===== src/rtl/ipsl_pcie_ext_rcvh_fifo_ctrl.sv =====
// Receive-header FIFO controller. Writes TLP headers from the RX parser into an
// external 144x512 simple dual-port RAM (2-cycle registered read). Prefetches
// them into a small skid buffer that feeds the application-side consumer.
// Optional build macro IPSL_PCIE_RCVH_OVFL_CNT_EN adds the ovfl_cnt stall counter.
module ipsl_pcie_ext_rcvh_fifo_ctrl #(
    parameter int unsigned ADDR_WIDTH = 9,
    parameter int unsigned DATA_WIDTH = 144,
    parameter int unsigned RD_LAT     = 2,
    parameter int unsigned SKID_DEPTH = 4
) (
    input  logic                    clk,
    input  logic                    rst_n,
    input  logic                    hdr_wr_valid,
    input  logic [DATA_WIDTH-1:0]   hdr_wr_data,
    output logic                    hdr_wr_ready,
    output logic                    hdr_rd_valid,
    output logic [DATA_WIDTH-1:0]   hdr_rd_data,
    input  logic                    hdr_rd_ready,
    output logic                    ram_wr_en,
    output logic [ADDR_WIDTH-1:0]   ram_wr_addr,
    output logic [DATA_WIDTH-1:0]   ram_wr_data,
    output logic [ADDR_WIDTH-1:0]   ram_rd_addr,
    input  logic [DATA_WIDTH-1:0]   ram_rd_data,
`ifdef IPSL_PCIE_RCVH_OVFL_CNT_EN
    output logic [15:0]             ovfl_cnt,
`endif
    output logic [ADDR_WIDTH+1:0]   hdr_count
);

    localparam int unsigned DEPTH   = 2 ** ADDR_WIDTH;
    localparam int unsigned PTR_W   = ADDR_WIDTH + 1;
    localparam int unsigned CNT_W   = ADDR_WIDTH + 2;
    localparam int unsigned SKID_AW = (SKID_DEPTH > 1) ? $clog2(SKID_DEPTH) : 1;
    localparam int unsigned SKID_CW = $clog2(SKID_DEPTH + 1);
    localparam int unsigned LAT_CW  = $clog2(RD_LAT + 1);

    // Ring pointers with an extra wrap bit
    logic [PTR_W-1:0]      wr_ptr;
    logic [PTR_W-1:0]      rd_ptr;
    logic [PTR_W-1:0]      wr_ptr_nxt;
    logic [PTR_W-1:0]      rd_ptr_nxt;
    logic [PTR_W-1:0]      ram_used;
    logic [PTR_W-1:0]      ram_used_nxt;

    // Read latency tracking
    logic [RD_LAT-1:0]     rd_pipe;
    logic [RD_LAT-1:0]     rd_pipe_nxt;
    logic [LAT_CW-1:0]     inflight;
    logic [LAT_CW-1:0]     inflight_nxt;

    // Skid buffer
    logic [DATA_WIDTH-1:0] skid_mem [SKID_DEPTH];
    logic [SKID_AW-1:0]    skid_wr;
    logic [SKID_AW-1:0]    skid_rd;
    logic [SKID_CW-1:0]    skid_cnt;
    logic [SKID_CW-1:0]    skid_cnt_nxt;

    logic                  wr_accept;
    logic                  rd_issue;
    logic                  pipe_out;
    logic                  skid_pop;
    logic [CNT_W-1:0]      pipe_occ;
    logic [CNT_W-1:0]      count_nxt;

    // Advance a skid buffer index with wrap at SKID_DEPTH
    function automatic logic [SKID_AW-1:0] skid_inc(input logic [SKID_AW-1:0] p);
        return (p == SKID_AW'(SKID_DEPTH - 1)) ? '0 : p + SKID_AW'(1);
    endfunction

    // Handshakes, read issue decision and next-state occupancy
    always_comb begin
        wr_accept    = hdr_wr_valid && hdr_wr_ready;
        ram_used     = wr_ptr - rd_ptr;
        pipe_occ     = CNT_W'(inflight) + CNT_W'(skid_cnt);
        rd_issue     = (ram_used != '0) && (pipe_occ < CNT_W'(SKID_DEPTH));
        pipe_out     = rd_pipe[RD_LAT-1];
        skid_pop     = hdr_rd_valid && hdr_rd_ready;
        wr_ptr_nxt   = wr_ptr + PTR_W'(wr_accept);
        rd_ptr_nxt   = rd_ptr + PTR_W'(rd_issue);
        ram_used_nxt = wr_ptr_nxt - rd_ptr_nxt;
        inflight_nxt = inflight + LAT_CW'(rd_issue) - LAT_CW'(pipe_out);
        skid_cnt_nxt = skid_cnt + SKID_CW'(pipe_out) - SKID_CW'(skid_pop);
        count_nxt    = CNT_W'(ram_used_nxt) + CNT_W'(inflight_nxt) + CNT_W'(skid_cnt_nxt);
    end

    // Shift the in-flight read marker along the RAM latency
    always_comb begin
        rd_pipe_nxt    = '0;
        rd_pipe_nxt[0] = rd_issue;
        for (int unsigned i = 1; i < RD_LAT; i++) begin
            rd_pipe_nxt[i] = rd_pipe[i-1];
        end
    end

    // RAM write port is a same-cycle view of the accepted header
    assign ram_wr_en   = wr_accept;
    assign ram_wr_addr = wr_ptr[ADDR_WIDTH-1:0];
    assign ram_wr_data = hdr_wr_data;
    assign ram_rd_addr = rd_ptr[ADDR_WIDTH-1:0];
    assign hdr_rd_data = skid_mem[skid_rd];

    // Control state: pointers, pipe, skid indices and registered status
    always_ff @(posedge clk or negedge rst_n) begin
        if (!rst_n) begin
            wr_ptr       <= '0;
            rd_ptr       <= '0;
            rd_pipe      <= '0;
            inflight     <= '0;
            skid_wr      <= '0;
            skid_rd      <= '0;
            skid_cnt     <= '0;
            hdr_wr_ready <= 1'b0;
            hdr_rd_valid <= 1'b0;
            hdr_count    <= '0;
        end else begin
            wr_ptr       <= wr_ptr_nxt;
            rd_ptr       <= rd_ptr_nxt;
            rd_pipe      <= rd_pipe_nxt;
            inflight     <= inflight_nxt;
            skid_cnt     <= skid_cnt_nxt;
            hdr_wr_ready <= (ram_used_nxt < PTR_W'(DEPTH));
            hdr_rd_valid <= (skid_cnt_nxt != '0);
            hdr_count    <= count_nxt;
            if (pipe_out) begin
                skid_wr <= skid_inc(skid_wr);
            end
            if (skid_pop) begin
                skid_rd <= skid_inc(skid_rd);
            end
        end
    end

    // Skid storage captures RAM data as the matching read leaves the pipe
    always_ff @(posedge clk) begin
        if (pipe_out) begin
            skid_mem[skid_wr] <= ram_rd_data;
        end
    end

`ifdef IPSL_PCIE_RCVH_OVFL_CNT_EN
    // Saturating count of cycles where upstream offers a header we cannot take
    always_ff @(posedge clk or negedge rst_n) begin
        if (!rst_n) begin
            ovfl_cnt <= '0;
        end else if (hdr_wr_valid && !hdr_wr_ready && (ovfl_cnt != 16'hFFFF)) begin
            ovfl_cnt <= ovfl_cnt + 16'd1;
        end
    end
`endif

endmodule


===== config.mk =====
export PLATFORM = sky130hd
export DESIGN_NAME = ipsl_pcie_ext_rcvh_fifo_ctrl
export DESIGN_NICKNAME = d
export VERILOG_FILES = /design/src/rtl/ipsl_pcie_ext_rcvh_fifo_ctrl.sv
export SDC_FILE = /design/constraint.sdc
export NUM_CORES = 1
export LEC_CHECK = 0
export CAP_MARGIN = 40
export CORE_UTILIZATION = 30
export CTS_CLUSTER_DIAMETER = 80
export DETAILED_ROUTE_END_ITERATION = 10
export GPL_ROUTABILITY_DRIVEN = 1
export PLACE_DENSITY = 0.57
export SYNTH_ARGS = -nofsm -noshare
export SYNTH_HDL_FRONTEND = slang
export SYNTH_SLANG_ARGS = --single-unit

===== constraint.sdc =====
create_clock -name clk -period 11.6 [get_ports clk]
set_input_delay 1.16 -clock clk [delete_from_list [all_inputs] [get_ports clk]]
set_output_delay 1.16 -clock clk [all_outputs]
set_load 0.02 [all_outputs]

==> flow_metrics.py, run 1 <==
metrics = {
    "synthesis": {
        "ys.warnings.count": 0,
        "synth_top_area_share": 0.7014,
        "synth.yosys.seq_area_share": 0.7460,
        "synth_enable_flop_cells": 576,
        "ys_seq_elements": 620,
        "synth_fp_nets": 1518,
        "syn_area_um2": 24660,
        "ys_async_sr_fraction": 0.07097,
        "netlist.top_cell.by_area": "sky130_fd_sc_hd__edfxtp_1",
        "synth-main-ff-cell": "sky130_fd_sc_hd__edfxtp_1",
        "synth_area_per_cell_um2": 20.74,
        "synth_cells": 1189,
        "synth.distinct_cells": 45,
        "synth_top_cells_by_area": "sky130_fd_sc_hd__edfxtp_1 (70%), sky130_fd_sc_hd__mux4_2 (13%), sky130_fd_sc_hd__buf_4 (4.9%), sky130_fd_sc_hd__dfrtp_1 (4.5%), sky130_fd_sc_hd__ha_1 (1.6%)",
    },
    "global_routing": {
        "grtUsageMet3": 0.06501,
        "global_route.usage.total": 0.1275,
        "first_global_vias": 12600,
        "grt_max_degree": 51,
        "grtUsageMet1": 0.1521,
        "grt_pass1_wl_mm": 79.09,
        "antenna_found_initial": 9,
        "grt_busiest_layer": "met2",
        "global_route.usage.met2": 0.2011,
        "globalRoute.totalOverflow": 0,
    },
    "setup_path": {
        "worstPathRequired_ns": 12.12,
        "cp.arrival_ns": 5.72,
        "worstPathMaxFanout": 7,
        "startpoint_type": "flop",
        "crit_type": "flop to flop",
        "worstSetupEndpointType": "flop",
    },
    "timing": {
        "achievable-frequency_mhz": 192.1,
        "rsz0062_at_grt": "false",
        "summed_negative_setup_slack_over_all_endpoints_ns": 0,
        "worst-slew-pin-transition_ns": 0.8643,
        "slew-limit-headroom": 0.4238,
        "slew_violations": 0,
        "setup_ws_ns": 6.394,
        "fin_worst_hold_slack_ns": 0.3508,
        "finalHoldViolCount": 0,
        "layout_min_cycle_time_ns": 5.206,
        "post-route-period-util": 0.4488,
        "setup_viol": 0,
        "finalClockSkew_ns": 0.02383,
    },
    "run_status": {
        "outcome": "complete, no violations",
    },
    "power_and_ir_drop": {
        "total_power_mw": 8.866,
        "leakagePower_nw": 10.13,
        "vdd.ir_drop.worst_mv": 0.3413,
        "power-per-cell-area_nw_per_um2": 290.0,
    },
    "placement": {
        "dpl.cell_count": 2403,
        "post-place-ws_ns": 6.447,
        "hpwlAfterDp_mm": 34.70,
        "io_buffer_count": 323,
        "dpl_cell_area_um2": 28290,
        "place_congestion": 0.8651,
    },
    "floorplanning": {
        "die_x_um": 288.7,
        "fp.coreArea_um2": 80940,
        "initial_util": 0.3047,
        "rows": 104,
        "die-area_um2": 83350,
        "die_height_um": 288.7,
        "io_pins": 612,
    },
    "worst_hold_path": {
        "holdCritPathClass": "flop to flop",
    },
    "cts": {
        "maximum_clock_insertion_buffer_count": 3,
        "register_clock_pin_slew_on_the_reported_worst_setup_and_hold_paths_ns": 0.06,
        "cts_inserted_buffers": 70,
        "insertion_delay_ns": 0.60,
        "hold_buf_cts": 0,
        "htreeDepth": 3,
        "clock_net_sink_count": 620,
        "root_buffer": "sky130_fd_sc_hd__clkbuf_16",
        "tritoncts": "done",
        "cts_setup_buffers": 0,
        "cts-resized-gates": 0,
    },
    "final_layout": {
        "layout.cells.non_filler": 2527,
        "final_instance_area_um2": 30570,
        "syn_to_final_growth_pct": 23.97,
        "final_util": 0.3777,
        "post_route_cells_drive_above_1_share": 0.1958,
        "num-nets-final": 1744,
    },
    "route": {
        "drc_errors": 0,
        "routedWlPerCell_um": 21.38,
        "firstDrtPassIters": 4,
        "drt-initial-drc-count": 577,
        "totalWireLength_mm": 54.02,
        "final_ant_viol_nets": 0,
        "route.detailed.vias_per_inst": 4.560,
        "vias": 11520,
    },
    "flow_run": {
        "maxCapViolCount": 0,
    },
}
[area by class of cell]
type / count / area [µm²]
fill: 7354 / 50370
sequential: 620 / 18410
multi-input combinational: 335 / 4787
timing repair buffer: 348 / 3618
clock buffer: 80 / 1852
tap: 1060 / 1326
clock inverter: 43 / 430.4
inverter: 40 / 150.1
antenna: 1 / 2.502
[power breakdown]
group,switching (mW),leakage (nW),internal (mW)
Sequential,0.172,5.79,2.96
Combinational,1.89,3.22,1.68
Clock,0.885,1.12,1.29
[path summary, 6_finish.rpt]
check	start	to	cells past startpoint	slack, ns
setup / recovery	wr_ptr[1]	hdr_count[9]	20	6.39
hold / removal	rd_pipe[0]	rd_pipe[1]	0	0.35
setup reg to reg	wr_ptr[1]	hdr_count[9]	20	6.39
hold reg to reg	rd_pipe[0]	rd_pipe[1]	0	0.35
max in group asynchronous	rst_n	rd_ptr[8]	2	10.54
min in group asynchronous	rst_n	rd_pipe[0]	1	0.55
[state kept, by name (all words and copies together), names as in the netlist]
name / count
skid_cnt: 3
skid_wr: 2
wr_ptr: 10
inflight: 2
hdr_rd_valid: 1
hdr_wr_ready: 1
rd_ptr: 10
rd_pipe: 2
hdr_count: 11
skid_mem: 576
skid_rd: 2
[cell usage after synthesis, types with 2 or more instances]
| master | number |
|---|---|
| sky130_fd_sc_hd__a21oi_1 | 8 |
| sky130_fd_sc_hd__nor2_1 | 7 |
| sky130_fd_sc_hd__nand3_1 | 12 |
| sky130_fd_sc_hd__nor4_1 | 2 |
| sky130_fd_sc_hd__and2_1 | 6 |
| sky130_fd_sc_hd__a21o_1 | 5 |
| sky130_fd_sc_hd__nand4_1 | 4 |
| sky130_fd_sc_hd__nand2_1 | 21 |
| sky130_fd_sc_hd__clkbuf_1 | 18 |
| sky130_fd_sc_hd__o21a_1 | 3 |
| sky130_fd_sc_hd__mux4_2 | 144 |
| sky130_fd_sc_hd__o21ai_0 | 10 |
| sky130_fd_sc_hd__or2_2 | 2 |
| sky130_fd_sc_hd__nor3_1 | 6 |
| sky130_fd_sc_hd__a31oi_1 | 2 |
| sky130_fd_sc_hd__a211oi_1 | 2 |
| sky130_fd_sc_hd__dfrtp_1 | 44 |
| sky130_fd_sc_hd__xor2_1 | 17 |
| sky130_fd_sc_hd__or3_1 | 3 |
| sky130_fd_sc_hd__maj3_2 | 2 |
| sky130_fd_sc_hd__buf_4 | 162 |
| sky130_fd_sc_hd__xnor2_1 | 20 |
| sky130_fd_sc_hd__nor2b_1 | 2 |
| sky130_fd_sc_hd__buf_1 | 14 |
| sky130_fd_sc_hd__a311oi_1 | 2 |
| sky130_fd_sc_hd__edfxtp_1 | 576 |
| sky130_fd_sc_hd__fa_1 | 5 |
| sky130_fd_sc_hd__o211ai_1 | 2 |
| sky130_fd_sc_hd__inv_1 | 40 |
| sky130_fd_sc_hd__a21boi_0 | 2 |
| sky130_fd_sc_hd__ha_1 | 32 |
[critical path, stage by stage (launching register included)]
cell,delay [ns]
sky130_fd_sc_hd__dfrtp_1,0.45
sky130_fd_sc_hd__ha_1,0.34
sky130_fd_sc_hd__nor2b_1,0.13
sky130_fd_sc_hd__o21ai_0,0.22
sky130_fd_sc_hd__a21boi_0,0.13
sky130_fd_sc_hd__o21ai_0,0.22
sky130_fd_sc_hd__a21o_1,0.19
sky130_fd_sc_hd__nand2_1,0.06
sky130_fd_sc_hd__o31a_1,0.28
sky130_fd_sc_hd__o21a_1,0.21
sky130_fd_sc_hd__ha_1,0.24
sky130_fd_sc_hd__ha_1,0.35
sky130_fd_sc_hd__fa_1,0.50
sky130_fd_sc_hd__fa_1,0.52
sky130_fd_sc_hd__inv_1,0.04
sky130_fd_sc_hd__ha_1,0.22
sky130_fd_sc_hd__fa_1,0.41
sky130_fd_sc_hd__a21oi_1,0.28
sky130_fd_sc_hd__nor4_4,0.08
sky130_fd_sc_hd__nand3_1,0.10
sky130_fd_sc_hd__xor2_1,0.15
[layout by cell type (no fill, tap or decap), types with 3 or more instances in the layout]
master / count
sky130_fd_sc_hd__a21o_1: 5
sky130_fd_sc_hd__a21oi_1: 8
sky130_fd_sc_hd__and2_4: 4
sky130_fd_sc_hd__buf_12: 5
sky130_fd_sc_hd__buf_16: 7
sky130_fd_sc_hd__buf_4: 13
sky130_fd_sc_hd__bufinv_16: 6
sky130_fd_sc_hd__clkbuf_1: 6
sky130_fd_sc_hd__clkbuf_16: 72
sky130_fd_sc_hd__clkdlybuf4s50_1: 322
sky130_fd_sc_hd__clkinv_1: 16
sky130_fd_sc_hd__clkinv_2: 9
sky130_fd_sc_hd__dfrtp_1: 42
sky130_fd_sc_hd__edfxtp_1: 576
sky130_fd_sc_hd__fa_1: 5
sky130_fd_sc_hd__ha_1: 32
sky130_fd_sc_hd__inv_1: 40
sky130_fd_sc_hd__inv_6: 5
sky130_fd_sc_hd__mux4_2: 144
sky130_fd_sc_hd__nand2_1: 21
sky130_fd_sc_hd__nand3_1: 12
sky130_fd_sc_hd__nand4_1: 4
sky130_fd_sc_hd__nor2_1: 7
sky130_fd_sc_hd__nor3_1: 6
sky130_fd_sc_hd__o21a_1: 3
sky130_fd_sc_hd__o21ai_0: 10
sky130_fd_sc_hd__or3_1: 3
sky130_fd_sc_hd__xnor2_1: 20
sky130_fd_sc_hd__xor2_1: 17
[cells by family after synthesis]
family                     Yosys count  share of synthesized area
AOI/OAI and AO/OA                   42                    0.01172
muxes                              145                     0.1320
DFF                                620                     0.7460
and+or+nand+nor                     71                    0.01502
buffers and inverters              234                    0.06027
adders and majority gates           39                    0.02121
xor gates and xnor gates            38                    0.01380
[per-layer routing]
layer  up-vias  wire length (µm)
li1       5034                 -
met1      5951             21570
met2       437             25400
met3        86              6035
met4        14               922
met5         -                92
Power figures use the tool's default switching activity.
==> run 2, diff against run 1 <==
- clock period: 11.6 -> 4.8 ns (I/O delays scaled with it)
==> flow_metrics.py, run 2 (same netlist as run 1, synthesis figures left out) <==
metrics = {
    "setup_path": {
        "worstPathRequired_ns": 5.31,
        "worstPathMaxFanout": 3,
        "crit_path_frequent_cell": "sky130_fd_sc_hd__ha_4",
        "startpoint_type": "flop",
        "worstPathCellList": "ha_4 > nor2b_4 > o21ai_2 > a21boi_1 > o21ai_1 > a21o_1 > a2111o_1 > o21a_1 > ha_4 > ha_4 > fa_1 > fa_1 > inv_2 > ha_4 > fa_2 > a21oi_2 > buf_4 > nor4_4 > nand3_1 > xor2_1",
        "crit_type": "flop to flop",
        "cp.arrival_ns": 5.16,
        "cp_num_buf_inv": 2,
        "worstSetupEndpointType": "flop",
        "cpPeakStageDelay_ns": 0.51,
        "crit_path_top_delay_cell": "sky130_fd_sc_hd__fa_1",
        "critPathTopFamily": "adder cells",
    },
    "final_layout": {
        "sequential_cell_area_um2": 18410,
        "registers.top_by_ff_count": "skid_mem",
        "syn_to_final_growth_pct": 24.93,
        "final_instance_area_um2": 30810,
        "largest_register_ff_count": 576,
        "n_fill_cell": 7358,
        "num-nets-final": 1764,
        "mostFrequentLayoutCell": "sky130_fd_sc_hd__edfxtp_1",
        "final_cell_mix": "sky130_fd_sc_hd__edfxtp_1 (576), sky130_fd_sc_hd__clkdlybuf4s50_1 (322), sky130_fd_sc_hd__mux4_2 (144)",
        "area_occupied_by_multi_input_gates_um2": 4872,
        "largest_registers": "skid_mem: 576 flops, hdr_count: 11 flops",
        "layout.cells.non_filler": 2557,
        "post_route_cells_drive_above_1_share": 0.2105,
    },
    "timing": {
        "rsz0062_at_grt": "true",
        "setup_viol": 0,
        "finalHoldViolCount": 0,
        "slew_violations": 0,
        "finalClockSkew_ns": 0.01853,
        "slew-limit-headroom": 0.4693,
        "achievable-frequency_mhz": 214.9,
        "post-route-period-util": 0.9696,
        "layout_min_cycle_time_ns": 4.654,
        "worst-slew-pin-transition_ns": 0.7961,
    },
    "cts": {
        "htreeDepth": 3,
        "clock_net_sink_count": 620,
        "insertion_delay_ns": 0.59,
        "cts_inserted_buffers": 71,
        "register_clock_pin_slew_on_the_reported_worst_setup_and_hold_paths_ns": 0.06,
        "maximum_clock_insertion_buffer_count": 3,
        "tritoncts": "done",
        "root_buffer": "sky130_fd_sc_hd__clkbuf_16",
    },
    "worst_hold_path": {
        "holdCritPathClass": "flop to flop",
    },
    "placement": {
        "hpwlAfterDp_mm": 34.14,
        "io_buffer_count": 323,
        "dpl.cell_count": 2418,
        "place_congestion": 0.8204,
        "dpl_cell_area_um2": 28370,
    },
    "global_routing": {
        "globalRoute.totalOverflow": 0,
        "global_route.usage.total": 0.1299,
        "grt_pass1_wl_mm": 80.68,
        "grt_max_degree": 62,
        "antenna_found_initial": 11,
        "first_global_vias": 12710,
    },
    "floorplanning": {
        "die-area_um2": 83350,
        "fp.coreArea_um2": 80940,
        "rows": 104,
        "initial_util": 0.3047,
        "die_height_um": 288.7,
        "die_x_um": 288.7,
        "io_pins": 612,
    },
    "route": {
        "route.detailed.vias_per_inst": 4.558,
        "final_ant_viol_nets": 0,
        "drc_errors": 0,
        "vias": 11660,
        "firstDrtPassIters": 6,
        "routedWlPerCell_um": 21.41,
        "totalWireLength_mm": 54.76,
        "drt-initial-drc-count": 546,
    },
    "run_status": {
        "outcome": "complete, no violations",
    },
    "power_and_ir_drop": {
        "internal-power_mw": 14.79,
        "power-per-cell-area_nw_per_um2": 720.0,
        "p_clk_frac": 0.240,
        "total_power_mw": 22.18,
        "power.sequential.fraction": 0.341,
        "vdd.ir_drop.worst_mv": 0.7305,
        "total_switching_power_mw": 7.387,
        "comb_power_share": 0.419,
        "leakagePower_nw": 10.21,
        "power_switching_share": 0.3330,
    },
    "flow_run": {
        "maxCapViolCount": 0,
    },
}
run 2: timing repair:
item,4_1_cts,5_1_grt
endpoints found under the setup margin,5,6
endpoints found under the hold margin,21,0
hold buffers,1,0
pin swaps,2,17
resized for setup,5,15
setup buffers,0,3
run 2: worst reg2reg max path: stages (launching register included):
cell                       delay (ns)
sky130_fd_sc_hd__dfrtp_1         0.40
sky130_fd_sc_hd__ha_4            0.27
sky130_fd_sc_hd__nor2b_4         0.13
sky130_fd_sc_hd__o21ai_2         0.07
sky130_fd_sc_hd__a21boi_1        0.13
sky130_fd_sc_hd__o21ai_1         0.09
sky130_fd_sc_hd__a21o_1          0.21
sky130_fd_sc_hd__a2111o_1        0.43
sky130_fd_sc_hd__o21a_1          0.24
sky130_fd_sc_hd__ha_4            0.19
sky130_fd_sc_hd__ha_4            0.28
sky130_fd_sc_hd__fa_1            0.42
sky130_fd_sc_hd__fa_1            0.52
sky130_fd_sc_hd__inv_2           0.05
sky130_fd_sc_hd__ha_4            0.16
sky130_fd_sc_hd__fa_2            0.37
sky130_fd_sc_hd__a21oi_2         0.14
sky130_fd_sc_hd__buf_4           0.13
sky130_fd_sc_hd__nor4_4          0.04
sky130_fd_sc_hd__nand3_1         0.12
sky130_fd_sc_hd__xor2_1          0.17
run 2: path summary, 6_finish.rpt:
kind / slack [ns] / start / to / cells past startpoint
max: 0.15 / wr_ptr[1] / hdr_count[9] / 20
min: 0.36 / rd_pipe[0] / rd_pipe[1] / 0
max reg2reg: 0.15 / wr_ptr[1] / hdr_count[9] / 20
min reg2reg: 0.36 / rd_pipe[0] / rd_pipe[1] / 0
max in group asynchronous: 3.85 / rst_n / rd_ptr[9] / 3
min in group asynchronous: 0.42 / rst_n / hdr_count[8] / 2
run 2: layer usage:
| layer | part of all wire | GRT usage | vias to the layer above |
|---|---|---|---|
| li1 | - | - | 5078 |
| met4 | 0.019 | 0.03566 | 14 |
| met1 | 0.40 | 0.1595 | 6005 |
| met3 | 0.12 | 0.06675 | 95 |
| met2 | 0.47 | 0.2005 | 464 |
| met5 | 0.0018 | 0 | - |
run 2: area by class of cell:
cell class                      instances  area share
Sequential cell                       620      0.5974
Clock inverter                         39     0.01385
Multi-Input combinational cell        335      0.1581
Tap cell                             1060     0.04305
Antenna cell                            5   0.0004061
Inverter                               40    0.004873
Timing Repair Buffer                  367      0.1212
Clock buffer                           91     0.06112
run 2: power groups by stage:
stage	Clock [mW]	Sequential (mW)	Combinational (mW)
after detailed placement	0	7.70	9.07
after CTS	5.50	7.59	9.23
after global placement	0	7.64	8.99
after global routing	5.69	7.68	10.1
after floorplan	0	7.67	5.60
final	5.32	7.57	9.30
run 2: stage by stage:
stage / TNS [ns] / hold WS [ns] / util / setup WS [ns]
after floorplan: 0 / 0.1844 / - / 0.02942
after global placement: -0.1902 / 0.3408 / 0.3492 / -0.08934
after detailed placement: -0.3004 / 0.3503 / 0.3505 / -0.1332
after CTS: 0 / 0.3649 / 0.3794 / 0.01718
after global routing: -0.01991 / 0.3740 / 0.3805 / -0.01991
final: 0 / 0.3645 / 0.3807 / 0.1458
